===== src/rtl/serial_add_ctrl_if.sv =====
// Handshake and data bundle for the bit-serial adder.
// Optional signed-overflow flag V is present only when SERIAL_ADD_OVF_EN is defined.
interface serial_add_ctrl_if #(
  parameter int unsigned WIDTH = 32
);

  logic             start;
  logic [WIDTH-1:0] A;
  logic [WIDTH-1:0] B;
  logic             Cin;
  logic             busy;
  logic             done;
  logic [WIDTH-1:0] Sum;
  logic             Cout;
`ifdef SERIAL_ADD_OVF_EN
  logic             V;
`endif

`ifdef SERIAL_ADD_OVF_EN
  // Requester side: issues operands, observes status and result.
  modport master (
    output start, A, B, Cin,
    input  busy, done, Sum, Cout, V
  );

  // Adder side.
  modport slave (
    input  start, A, B, Cin,
    output busy, done, Sum, Cout, V
  );
`else
  // Requester side: issues operands, observes status and result.
  modport master (
    output start, A, B, Cin,
    input  busy, done, Sum, Cout
  );

  // Adder side.
  modport slave (
    input  start, A, B, Cin,
    output busy, done, Sum, Cout
  );
`endif

endinterface


===== src/rtl/serial_add_ctrl.sv =====
// Bit-serial adder sequencer: one full-adder cell reused over WIDTH clocks, LSB first.
// Operands are captured on an accepted start, the carry loops through carry_q, and the
// packed result is published into a separate output register on the RUN -> DONE edge so
// Sum/Cout never show partial values.
// Optional feature: define SERIAL_ADD_OVF_EN to add the signed-overflow output V.
module serial_add_ctrl #(
  parameter int unsigned WIDTH = 32
) (
  input logic              clk,
  input logic              rst,
  serial_add_ctrl_if.slave bus
);

  // Counter only needs to reach WIDTH-1, so clog2(WIDTH) bits never wrap.
  localparam int unsigned CntW = $clog2(WIDTH);
  localparam logic [CntW-1:0] CntLast = CntW'(WIDTH - 1);

  typedef enum logic [1:0] {
    StIdle,
    StRun,
    StDone
  } state_e;

  state_e state_q, state_d;

  // Operand shift registers, carry loop and bit counter.
  logic [WIDTH-1:0] a_sr_q;
  logic [WIDTH-1:0] b_sr_q;
  logic             carry_q;
  logic [CntW-1:0]  cnt_q;

  // Holds sum bits 0..WIDTH-2; bit WIDTH-1 comes straight from the cell on the last cycle.
  logic [WIDTH-2:0] sum_sr_q;
  logic [WIDTH-2:0] sum_sr_d;

  // Published result, stable outside the final RUN edge.
  logic [WIDTH-1:0] sum_q;
  logic             cout_q;
`ifdef SERIAL_ADD_OVF_EN
  logic             v_q;
`endif

  // Control strobes from the FSM.
  logic load;
  logic shift;
  logic last;

  // Single full-adder cell.
  logic fa_x;
  logic fa_y;
  logic fa_ci;
  logic fa_s;
  logic fa_co;

  assign fa_x  = a_sr_q[0];
  assign fa_y  = b_sr_q[0];
  assign fa_ci = carry_q;

  // Full-adder cell: sum and carry of the current bit position.
  always_comb begin
    fa_s  = fa_x ^ fa_y ^ fa_ci;
    fa_co = (fa_x & fa_y) | (fa_ci & (fa_x ^ fa_y));
  end

  // Sum register shifts right with the new bit entering at its MSB.
  always_comb begin
    sum_sr_d           = sum_sr_q >> 1;
    sum_sr_d[WIDTH-2]  = fa_s;
  end

  // State register.
  always_ff @(posedge clk) begin
    if (rst) begin
      state_q <= StIdle;
    end else begin
      state_q <= state_d;
    end
  end

  // Next state and control strobes; start is only honoured in IDLE or DONE.
  always_comb begin
    state_d = state_q;
    load    = 1'b0;
    shift   = 1'b0;
    last    = 1'b0;
    unique case (state_q)
      StIdle: begin
        if (bus.start) begin
          state_d = StRun;
          load    = 1'b1;
        end
      end
      StRun: begin
        shift = 1'b1;
        if (cnt_q == CntLast) begin
          state_d = StDone;
          last    = 1'b1;
        end
      end
      StDone: begin
        if (bus.start) begin
          state_d = StRun;
          load    = 1'b1;
        end else begin
          state_d = StIdle;
        end
      end
      default: begin
        state_d = StIdle;
      end
    endcase
  end

  // Serial datapath: capture on accept, then one bit per RUN cycle.
  always_ff @(posedge clk) begin
    if (rst) begin
      a_sr_q   <= '0;
      b_sr_q   <= '0;
      carry_q  <= 1'b0;
      cnt_q    <= '0;
      sum_sr_q <= '0;
    end else if (load) begin
      a_sr_q   <= bus.A;
      b_sr_q   <= bus.B;
      carry_q  <= bus.Cin;
      cnt_q    <= '0;
      sum_sr_q <= '0;
    end else if (shift) begin
      a_sr_q   <= a_sr_q >> 1;
      b_sr_q   <= b_sr_q >> 1;
      carry_q  <= fa_co;
      sum_sr_q <= sum_sr_d;
      // Hold the counter at WIDTH-1 on the final bit so it never wraps.
      if (!last) begin
        cnt_q <= cnt_q + CntW'(1);
      end
    end
  end

  // Result register: loaded only on the final RUN edge, so prior result holds during RUN.
  always_ff @(posedge clk) begin
    if (rst) begin
      sum_q  <= '0;
      cout_q <= 1'b0;
`ifdef SERIAL_ADD_OVF_EN
      v_q    <= 1'b0;
`endif
    end else if (last) begin
      sum_q  <= {fa_s, sum_sr_q};
      cout_q <= fa_co;
`ifdef SERIAL_ADD_OVF_EN
      // carry_q is the carry into the MSB during the last RUN cycle.
      v_q    <= carry_q ^ fa_co;
`endif
    end
  end

  assign bus.busy = (state_q == StRun);
  assign bus.done = (state_q == StDone);
  assign bus.Sum  = sum_q;
  assign bus.Cout = cout_q;
`ifdef SERIAL_ADD_OVF_EN
  assign bus.V    = v_q;
`endif

endmodule


===== src/flat_wrapper.sv =====
// flat-port wrapper written by rule: the top's interface ports become plain ports
module serial_add_ctrl_flat 
#(
  parameter int unsigned WIDTH = 32
)
  (clk, rst, bus_start, bus_A, bus_B, bus_Cin, bus_busy, bus_done, bus_Sum, bus_Cout);
  serial_add_ctrl_if #(.WIDTH(WIDTH)) bus_i ();
  input logic clk;
  input logic rst;
  input wire logic [$bits(bus_i.start)-1:0] bus_start;
  input wire logic [$bits(bus_i.A)-1:0] bus_A;
  input wire logic [$bits(bus_i.B)-1:0] bus_B;
  input wire logic [$bits(bus_i.Cin)-1:0] bus_Cin;
  output wire logic [$bits(bus_i.busy)-1:0] bus_busy;
  output wire logic [$bits(bus_i.done)-1:0] bus_done;
  output wire logic [$bits(bus_i.Sum)-1:0] bus_Sum;
  output wire logic [$bits(bus_i.Cout)-1:0] bus_Cout;
  assign bus_i.start = bus_start;
  assign bus_i.A = bus_A;
  assign bus_i.B = bus_B;
  assign bus_i.Cin = bus_Cin;
  assign bus_busy = bus_i.busy;
  assign bus_done = bus_i.done;
  assign bus_Sum = bus_i.Sum;
  assign bus_Cout = bus_i.Cout;
  serial_add_ctrl #(.WIDTH(WIDTH)) u_core (.clk(clk), .rst(rst), .bus(bus_i));
endmodule

===== config.mk =====
export PLATFORM = sky130hd
export DESIGN_NAME = serial_add_ctrl_flat
export DESIGN_NICKNAME = d
export VERILOG_FILES = /design/src/rtl/serial_add_ctrl_if.sv /design/src/rtl/serial_add_ctrl.sv /design/src/flat_wrapper.sv
export SDC_FILE = /design/constraint.sdc
export NUM_CORES = 1
export LEC_CHECK = 0
export BUFFER_PORTS_ARGS = -buffer_cell sky130_fd_sc_hd__buf_2
export CAP_MARGIN = 20
export CORE_MARGIN = 3
export CORE_UTILIZATION = 40
export CTS_CLUSTER_SIZE = 8
export DETAILED_ROUTE_END_ITERATION = 6
export GPL_ROUTABILITY_DRIVEN = 0
export PLACE_DENSITY = 0.61
export SKIP_CTS_REPAIR_TIMING = 1
export SYNTH_ARGS = -nofsm -noshare
export SYNTH_HDL_FRONTEND = slang
export SYNTH_SLANG_ARGS = --single-unit
export TNS_END_PERCENT = 5

===== constraint.sdc =====
create_clock -name clk -period 2.87 [get_ports clk]
set_input_delay 0.4305 -clock clk [delete_from_list [all_inputs] [get_ports clk]]
set_output_delay 0.4305 -clock clk [all_outputs]
set_load 0.1 [all_outputs]

[Yosys cells after proc, flatten, opt, wreduce, memory -nomap -nowiden]
Cells that the tools add are included.
Cells by class
  add/subtract/negate cells: 1
  equal/unequal tests: 5
  multiplexer cells: 15
  bitwise gates (word level): 6
  reduce and logical (&&, ||, !) cells: 6
Operators by type and width (number)
  two-way mux 32 bit: 4
  two-way mux 1 bit: 8
  case mux 2 bit (3 select lines): 1
  adder 5 x 1 -> 5 bit (second input constant): 1
  == test 5 bit (second input constant): 1
  two-way mux 2 bit: 2
  AND reduction 2 bit: 2
  OR reduction 2 bit: 2
  bitwise AND 1 bit: 2
  == test 2 x 1 -> 1 bit (second input constant): 1
  == test 2 bit (second input constant): 1
  logical NOT 2 bit: 1
  inequality test 2 x 1 -> 1 bit (second input constant): 1
  inequality test 2 bit (second input constant): 1
  nonzero test 2 bit: 1
  XOR 1 bit: 2
  NOT 1 bit: 1
  OR 1 bit: 1
Storage, ports and cells
  bits in registers: 136
  input bits: 68
  output and inout port bits: 35
  word-level logic and storage cells: 41

[Longest topological paths before layout]
Gate-level depths: netlist of the first run.
  word-level depth: 5
  mapped depth: 8
  mapped depth without buffers: 6

[Worst setup path after synthesis of the first run]
Ideal clock, no wire load.
  path type: register -> output
  start: register u_core.state_q[1]
  end: output bus_done
  arrival: 1.722 ns
  required time: 2.440 ns
  setup slack: 0.717 ns
  cell stages (with the launch flop): 2
  buffers on the path: 0
  path through: dfxtp_1 nor2b_1
On the way
  word-level cells in the longest chain between the ends: 1
Ends and longest elaborated chain
  start: declaration: RTL line serial_add_ctrl.sv:24  | state_e state_q, state_d;
  start signal: assignment: RTL line serial_add_ctrl.sv:74  | state_q <= StIdle;
  start signal: assignment: RTL line serial_add_ctrl.sv:76  | state_q <= state_d;
  == test 2 bit: RTL line serial_add_ctrl.sv:159  | assign bus.done = (state_q == StDone);
  end: declaration: RTL line flat_wrapper.sv:15  | output wire logic [$bits(bus_i.done)-1:0] bus_done;
Every way passes these cells.

[Worst setup path in the final report of the first run]
  start: register u_core.cnt_q[0]
  end: register u_core.sum_q[2] (netlist: u_core.bus.Sum[2])
On the way
  word-level cells in the longest chain between the ends: 3
Ends and longest elaborated chain
  start: declaration: RTL line serial_add_ctrl.sv:30  | logic [CntW-1:0] cnt_q;
  start signal: assignment: RTL line serial_add_ctrl.sv:135  | cnt_q <= cnt_q + CntW'(1);
  == test 5 bit: RTL line serial_add_ctrl.sv:95  | if (cnt_q == CntLast) begin
  two-way mux 1 bit: RTL line serial_add_ctrl.sv:95
  two-way mux 1 bit: RTL line serial_add_ctrl.sv:86  | unique case (state_q)
  end signal: assignment: RTL line serial_add_ctrl.sv:149  | sum_q <= {fa_s, sum_sr_q};
  end: declaration: RTL line serial_add_ctrl.sv:37  | logic [WIDTH-1:0] sum_q;
Every way passes these cells.
A chain may end at the register's enable or synchronous reset.

==> flow_summary.toml, run 1 <==
[placed_design]
dp_cells = 805
placed_cell_area_mm2 = 0.005617
dpl.hpwl_um = 7208
numPortBuffers = 102

[global_route]
antenna_found_initial = 1
grt_pass1_wl_um = 18940
grt_usage_pct = 16.32
grt_max_degree = 98
first_global_vias = 3949
grt-ovfl-total = 0

[synth]
yosys.cell_count.top_type = "dfxtp_1"
avgSynthCellArea_um2 = 8.795
async_flop_share_pct = 0
ys_ff_latch = 136
ys_types = 31
ys_warn_count = 0
syn_nets = 649
yosysTopAreaCellShare_pct = 53.56
ys.flop_type = "dfxtp_1"
seq_area_frac_synth_pct = 53.56
synth_area_leaders = "dfxtp_1 54%, nand2_1 9.7%, nor3_1 6.0%"
synth_edf_count = 0
synth_area_mm2 = 0.005084
synthCells = 578
synth_common_cells = "136 x dfxtp_1, 131 x nand2_1, 61 x nor3_1"
synth_largest_area_cell = "dfxtp_1"

[worst_setup_path]
crit_path_max_fanout = 21
required_ps = 3230
crit_path_start_kind = "flip-flop"
worst_setup_path_end_kind = "flip-flop"
crit_arrival_ps = 2620
criticalPathCategory = "reg2reg"

[floorplanning]
ios = 103
fp-row-count = 40
start_util_pct = 41.63
die_h_um = 118.7
core_mm2 = 0.01221
chipWidth_um = 118.7
die_area_mm2 = 0.01410

[flow_run]
drv_cap = 0

[power_and_ir_drop]
power.leakage_nw = 2.446
peakVddDrop_uv = 385.7
pwr_density_cell_mw_per_mm2 = 763.0

[clocking]
h-tree-depth = 4
cts_tree = "built"
clockBufferDepth = 2
cts_buffers = 17
cts.sinks = 136
clk_pin_slew_ps = 60
cts_root_buf = "clkbuf_16"
clock_latency_ps = 420

[min_path]
min_path_type = "in2reg"

[sta]
setup_viol_count_final = 0
hold_violations = 0
fin_crit_sh_pct = 78.90
fmax_ghz = 0.4416
drv_slew = 0
slew_headroom_pct = 33.27
fin_skew_ps = 5.017
max_slew.worst_pin.slew_ps = 1001
min_period_ps = 2264
rsz0062_at_grt = "no"
finalSetupTns_ps = 0

[layout]
syn_to_final_growth_pct = 23.31
final_area_mm2 = 0.006269
finalNetCount = 727
drive_above_1_share_pct = 22.57
layout.cells.non_filler = 838
fillers = 1209

[detailed_routing]
via_count = 4319
vias_per_cell = 5.154
wl_um = 11550
antenna_left = 0
drc = 0
firstDrtPassIters = 5
avgRoutedWirePerCell_um = 13.79
first_iter_violations = 284

[status]
outcome = "finished clean"
## stage by stage
step                      utilization, %  power [mW]  worst slack, ps  hold slack (ps)
after floorplan                        -       2.360            717.5            436.6
after global placement             45.99       2.452            753.4            455.3
after detailed placement           45.99       2.465            652.8            457.4
after CTS                          51.31       4.835            622.4            238.0
after global routing               51.33       4.988            418.1            285.6
final                              51.33       4.783            605.5            263.2
## registers in the layout, summed over array words and instances, names as in the netlist
name / count
u_core.a_sr_q: 32
u_core.b_sr_q: 32
u_core.bus.Sum: 32
u_core.sum_sr_q: 31
u_core.cnt_q: 5
u_core.state_q: 2
u_core.bus.Cout: 1
u_core.carry_q: 1
## report_power, final
group          switching (mW)  leakage [nW]  total, mW  internal, mW
registers              0.0500          1.11       2.03          1.98
logic                   0.242          1.03      0.393         0.150
clock network           0.818         0.302       2.36          1.54
total                    1.11          2.45       4.78          3.67
## final timing paths
kind,depth (start not counted),slack (ps),from,end
max,7,610,u_core.cnt_q[0],u_core.bus.Sum[2]
min,3,260,bus_A[31],u_core.a_sr_q[31]
max reg2reg,7,610,u_core.cnt_q[0],u_core.bus.Sum[2]
min reg2reg,2,460,u_core.sum_sr_q[0],u_core.sum_sr_q[0]
## cell usage in the layout (no fill, tap or decap), types with 3 or more instances in the layout
master	synthesis	layout
dfxtp_1	136	136
nand2_1	131	131
buf_2	31	101
nor3_1	61	61
a21oi_1	39	39
o21ai_0	33	33
a31oi_1	31	31
a22o_1	30	30
o22ai_1	30	30
clkbuf_16	0	17
buf_4	8	9
nand3_1	7	7
bufinv_16	0	5
clkinvlp_4	0	5
nor2_1	5	4
inv_6	1	3
## routing by layer
layer	part of all wire [%]	global-route usage (%)
met5	0	0
met4	1.7	8.110
met2	46	24.37
met3	6.2	5.311
met1	46	21.15
## worst max-delay path: stages, from the launching register on
cell      delay (ps)
dfxtp_1          380
ha_1             180
and3_1           160
ha_1             370
nand3b_1         200
nor2_2           410
buf_4            330
a22o_1           170
## kinds of logic after synthesis
kind of cell / Yosys count / synth area share (%)
simple gates: 214 / 18.19
compound gates: 166 / 20.38
mux: 2 / 0.3938
xor+xnor: 2 / 0.3446
fa+ha+maj: 3 / 0.8860
buf+inv: 55 / 6.252
flops: 136 / 53.56
## final cells by class
class	instances	area, um^2	area share [%]
Clock inverter	15	224.0	3.573
Clock buffer	17	425.4	6.786
Antenna cell	1	2.502	0.03992
Timing Repair Buffer	112	613.1	9.780
Multi-Input combinational cell	387	2058	32.83
Tap cell	168	210.2	3.353
Inverter	2	12.51	0.1996
Sequential cell	136	2723	43.43
Power figures use the tool's default switching activity.
==> inputs of run 2 (changes only) <==
--- a/config.mk
+++ b/config.mk
@@ -5,6 +5,7 @@
 export SDC_FILE = /design/constraint.sdc
 export NUM_CORES = 1
 export LEC_CHECK = 0
+export ABC_AREA = 1
 export BUFFER_PORTS_ARGS = -buffer_cell sky130_fd_sc_hd__buf_2
 export CAP_MARGIN = 20
 export CORE_MARGIN = 3
==> constraint.sdc (replaced) <==
create_clock -name clk -period 2.3 [get_ports clk]
set_input_delay 0.345 -clock clk [delete_from_list [all_inputs] [get_ports clk]]
set_output_delay 0.345 -clock clk [all_outputs]
set_load 0.1 [all_outputs]
==> run 2 against run 1 <==
Compared with the run above:
- register-to-register slack got worse by 50 ps
- cell area rose by 6.5%
- synthesized area rose by 7.0%
- critical path type is now reg2out
- largest cell class unchanged
==> flow_summary.toml, run 2 <==
[status]
outcome = "finished clean"

[worst_setup_path]
startpoint = "u_core.state_q[1]"
worst_setup_path_end_kind = "output pin"
crit_arrival_ps = 1480
crit_path_max_fanout = 2
required_ps = 1960
crit_path_start_kind = "flip-flop"
r2r-start = "u_core.cnt_q[0]"
criticalPathCategory = "reg2out"

[layout]
layout_common_cells = "294 x nand2_1, 136 x dfxtp_1, 101 x buf_2"
syn_to_final_growth_pct = 22.83
finalNetCount = 933
fillers = 1317
final_common_cell = "nand2_1"
drive_above_1_share_pct = 17.37
diodes = 0

[power_and_ir_drop]
internal-power_mw = 4.552
p_comb_share_pct = 8.9
pwr_density_cell_mw_per_mm2 = 885.2
power.leakage_nw = 3.158
p_switching_mw = 1.360
pwr-share-clk_pct = 48.3
swShare_pct = 23.01
finalPower_mw = 5.912
seq_power_share_pct = 42.8
peakVddDrop_uv = 602.0

[floorplanning]
die_h_um = 122.6
die_area_mm2 = 0.01503
fp-row-count = 41
ios = 103
chipWidth_um = 122.6
core_mm2 = 0.01293
start_util_pct = 42.06

[clocking]
cts_tree = "built"
clock_latency_ps = 410
cts.sinks = 136
clk_pin_slew_ps = 60
h-tree-depth = 4
clockBufferDepth = 2
cts_buffers = 17
cts_root_buf = "clkbuf_16"

[sta]
rsz0062_at_grt = "no"
fin_crit_sh_pct = 79.45
setup_viol_count_final = 0
max_slew.worst_pin.slew_ps = 972.0
hold_violations = 0
min_period_ps = 1827
slew_headroom_pct = 35.13
drv_slew = 0
finalSetupTns_ps = 0
fmax_ghz = 0.5473
fin_skew_ps = 7.421

[synth]
ys_ff_latch = 136
ys.flop_type = "dfxtp_1"
synth_common_cells = "294 x nand2_1, 136 x dfxtp_1, 72 x a21oi_1, 72 x nor2_1, 41 x inv_1"
synth_edf_count = 0
synth_area_mm2 = 0.005438
synth_area_leaders = "dfxtp_1 50%, nand2_1 20%, a21oi_1 6.6%"
syn_nets = 846
avgSynthCellArea_um2 = 7.016
synth_largest_area_cell = "dfxtp_1"
seq_area_frac_synth_pct = 50.07
yosysTopAreaCellShare_pct = 50.07
ys_warn_count = 0
ys_types = 21
yosys.cell_count.top_type = "nand2_1"
synthCells = 775
async_flop_share_pct = 0

[global_route]
first_global_vias = 4860
grt-ovfl-total = 0
grt_max_degree = 42
grt_usage_pct = 17.61
grt_pass1_wl_um = 21390
antenna_found_initial = 1

[detailed_routing]
antenna_left = 0
first_iter_violations = 373
via_count = 4994
drc = 0
avgRoutedWirePerCell_um = 12.02
firstDrtPassIters = 5
vias_per_cell = 4.770
wl_um = 12590

[min_path]
min_from = "rst"
min_path_type = "in2reg"

[placed_design]
dpl.hpwl_um = 8202
numPortBuffers = 102

[flow_run]
drv_cap = 0
==> run 2: cell count changes after synthesis, sizes merged, moves of 30 or more <==
cell   previous run  this run
a22o             30         0
a31oi            31         0
nor3             61        30
o22ai            30         0
nand3             7        39
a21oi            40        72
inv               2        44
nand2           131       297
nor2              5        74
==> run 2: final cells by class <==
class | instances | area (um^2) | share of cell area, %
Clock buffer | 23 | 478.0 | 7.156
Clock inverter | 9 | 145.1 | 2.173
Inverter | 45 | 168.9 | 2.529
Multi-Input combinational cell | 547 | 2326 | 34.83
Sequential cell | 136 | 2723 | 40.76
Tap cell | 172 | 215.2 | 3.222
Timing Repair Buffer | 115 | 623.1 | 9.329
==> run 2: worst max-delay path, cell delays in order (launching register included) <==
cell and delay [ps]:
dfxtp_1 370, inv_1 80, nor2_1 160, buf_2 460
==> run 2: routing by layer <==
metal / vias to the layer above / share of wire, % / routed length [um] / global-route usage (%)
met3: 16 / 5.1 / 646 / 4.839
met1: 2270 / 47 / 5961 / 21.71
met4: 2 / 1.3 / 165 / 6.928
met2: 94 / 46 / 5804 / 29.23
met5: - / 0.087 / 11 / 0
li1: 2612 / - / - / -
==> run 2: path summary, 6_finish.rpt <==
path / to / cells past startpoint / slack (ps)
setup reg to reg: u_core.cnt_q[3] / 8 / 560
hold reg to reg: u_core.bus.Sum[21] / 2 / 460
setup / recovery: bus_done / 3 / 470
hold / removal: u_core.state_q[0] / 2 / 170
==> run 2: power by group through the flow <==
stage	Clock, mW	Combinational [mW]	Sequential [mW]
detailed placement	0	0.531	2.58
finish	2.85	0.525	2.53
global placement	0	0.520	2.58
CTS	2.91	0.534	2.53
global route	3.00	0.612	2.54
floorplan	0	0.389	2.57
==> run 2: kinds of logic after synthesis <==
group,Yosys count,share of synthesized area [%]
AOI/OAI and AO/OA,104,9.572
adders and majority gates,3,0.8283
buffers and inverters,92,7.156
DFF,136,50.07
and+or+nand+nor,440,32.37
==> run 2: metrics by stage <==
| step | cell area (um^2) | worst slack (ps) | utilization [%] | instances | hold WS (ps) |
|---|---|---|---|---|---|
| after floorplan | 5438 | 276.8 | - | 775 | 438.4 |
| after global placement | 6056 | 667.7 | 46.84 | 1015 | 450.3 |
| after detailed placement | 6056 | 585.1 | 46.84 | 1015 | 454.9 |
| after CTS | 6679 | 452.0 | 51.66 | 1047 | 151.2 |
| after global routing | 6679 | 361.0 | 51.66 | 1047 | 163.3 |
| final | 6679 | 472.7 | 51.66 | 1047 | 171.8 |
==> inputs of run 3 (changes only) <==
--- a/config.mk
+++ b/config.mk
@@ -5,7 +5,7 @@
 export SDC_FILE = /design/constraint.sdc
 export NUM_CORES = 1
 export LEC_CHECK = 0
-export ABC_AREA = 1
+export ABC_AREA = 0
 export BUFFER_PORTS_ARGS = -buffer_cell sky130_fd_sc_hd__buf_2
 export CAP_MARGIN = 20
 export CORE_MARGIN = 3
==> constraint.sdc (replaced) <==
create_clock -name clk -period 1.9 [get_ports clk]
set_input_delay 0.285 -clock clk [delete_from_list [all_inputs] [get_ports clk]]
set_output_delay 0.285 -clock clk [all_outputs]
set_load 0.1 [all_outputs]
==> run 3 against run 2 <==
Compared with the run above:
- final cell count fell by 20%
- worst hold slack lost 55 ps
- critical path depth rose by 1
- total power grew 15%
- clock power increased by 9.8%
- utilization down 0.15 points
- critical path type unchanged
- highest routed layer is now met4
==> flow_summary.toml, run 3 (same netlist as run 1, synthesis figures left out) <==
[clocking]
cts_buffers = 17
clock_latency_ps = 410
clockBufferDepth = 2
clk_pin_slew_ps = 50
cts_root_buf = "clkbuf_16"
cts.sinks = 136
cts_tree = "built"
h-tree-depth = 4

[min_path]
min_path_type = "in2reg"
min_to = "u_core.a_sr_q[31]"
min_from = "bus_A[31]"
whs_path_depth = 3

[detailed_routing]
first_iter_violations = 252
drc = 0
vias_per_cell = 5.218
wl_um = 11750
firstDrtPassIters = 5
avgRoutedWirePerCell_um = 13.98
via_count = 4388
antenna_left = 0

[layout]
utilization_pct = 51.52
diodes = 0
drive_above_1_share_pct = 23.18
finalNetCount = 731
final_area_mm2 = 0.006291
layout_common_cells = "135 x dfxtp_1, 131 x nand2_1, 101 x buf_2"
syn_to_final_growth_pct = 23.75
fillers = 1165
final_common_cell = "dfxtp_1"

[sta]
hold_violations = 0
setup_viol_count_final = 0
slew_headroom_pct = 67.31
rsz0062_at_grt = "no"
drv_slew = 0
finalSetupTns_ps = 0
min_period_ps = 1801
max_slew.worst_pin.slew_ps = 493.7
fin_worst_hold_slack_ps = 116.8
fin_crit_sh_pct = 94.79
fin_skew_ps = 8.317
fmax_ghz = 0.5553

[floorplanning]
chipWidth_um = 118.7
die_h_um = 118.7
start_util_pct = 41.63
ios = 103
core_mm2 = 0.01221
fp-row-count = 40
die_area_mm2 = 0.01410

[worst_setup_path]
worst_setup_path_end_kind = "output pin"
required_ps = 1620
crit_path_start_kind = "flip-flop"
criticalPathCategory = "reg2out"
r2r-start = "u_core.cnt_q[0]"
rr_endpoint = "u_core.bus.Sum[28]"
startpoint = "u_core.state_q[1]"
reg2reg_slack_ps = 160
crit_arrival_ps = 1520
ff2ff_path_depth = 7
crit_path_max_fanout = 60

[power_and_ir_drop]
pwr-share-clk_pct = 45.9
finalPower_mw = 6.815
peakVddDrop_uv = 757.2
swShare_pct = 22.95
power.leakage_nw = 2.468
p_comb_share_pct = 9.1
p_switching_mw = 1.564
seq_power_share_pct = 45.0
internal-power_mw = 5.251
pwr_density_cell_mw_per_mm2 = 1083

[global_route]
grt-ovfl-total = 0
grt_max_degree = 98
grt_usage_pct = 16.52
antenna_found_initial = 0
first_global_vias = 4051
grt_pass1_wl_um = 18980

[status]
outcome = "finished clean"

[placed_design]
dpl.hpwl_um = 7367
numPortBuffers = 102
placed_cell_area_mm2 = 0.005679

[flow_run]
drv_cap = 0
## run 3: layer usage
layer | global-route usage (%) | up-vias | part of all wire (%)
met5 | 0 | - | 0
met4 | 6.807 | 0 | 1.5
met3 | 6.316 | 17 | 7.4
met2 | 25.58 | 146 | 47
met1 | 20.65 | 2007 | 45
li1 | - | 2218 | -
## run 3: critical path, cell delays in order, from the launching register on
cell and delay [ps]:
dfxtp_1 340, nand2b_4 180, inv_6 100, buf_16 240
buf_12 210
## run 3: power by group through the flow
stage,registers [mW],clock network [mW],logic [mW]
after floorplan,3.11,0,0.457
after global placement,3.12,0,0.597
after detailed placement,3.12,0,0.611
after CTS,3.07,3.21,0.613
after global routing,3.08,3.36,0.690
final,3.07,3.13,0.617
## run 3: worst max-delay path by stage
stage / end / slack [ps]
floorplan: u_core.cnt_q[3] / 240
global placement: u_core.bus.Sum[7] / -50
detailed placement: u_core.bus.Sum[23] / -120
CTS: u_core.bus.Sum[28] / -130
global route: bus_busy / 7
finish: bus_busy / 100
## run 3: area by class of cell
cell class	count	area, um^2	share of cell area [%]
inverter	2	12.51	0.1989
timing repair buffer	115	680.7	10.82
sequential	136	2724	43.30
tap	168	210.2	3.341
clock buffer	22	474.2	7.538
multi-input combinational	388	2090	33.21
clock inverter	10	100.1	1.591
## run 3: stage by stage
stage / cells / setup slack (ps)
6_report: 841 / 99.08
5_1_grt: 841 / 7.352
4_1_cts: 840 / -133.8
3_5_place_dp: 808 / -118.6
3_3_place_gp: 808 / -45.40
2_1_floorplan: 578 / 236.2
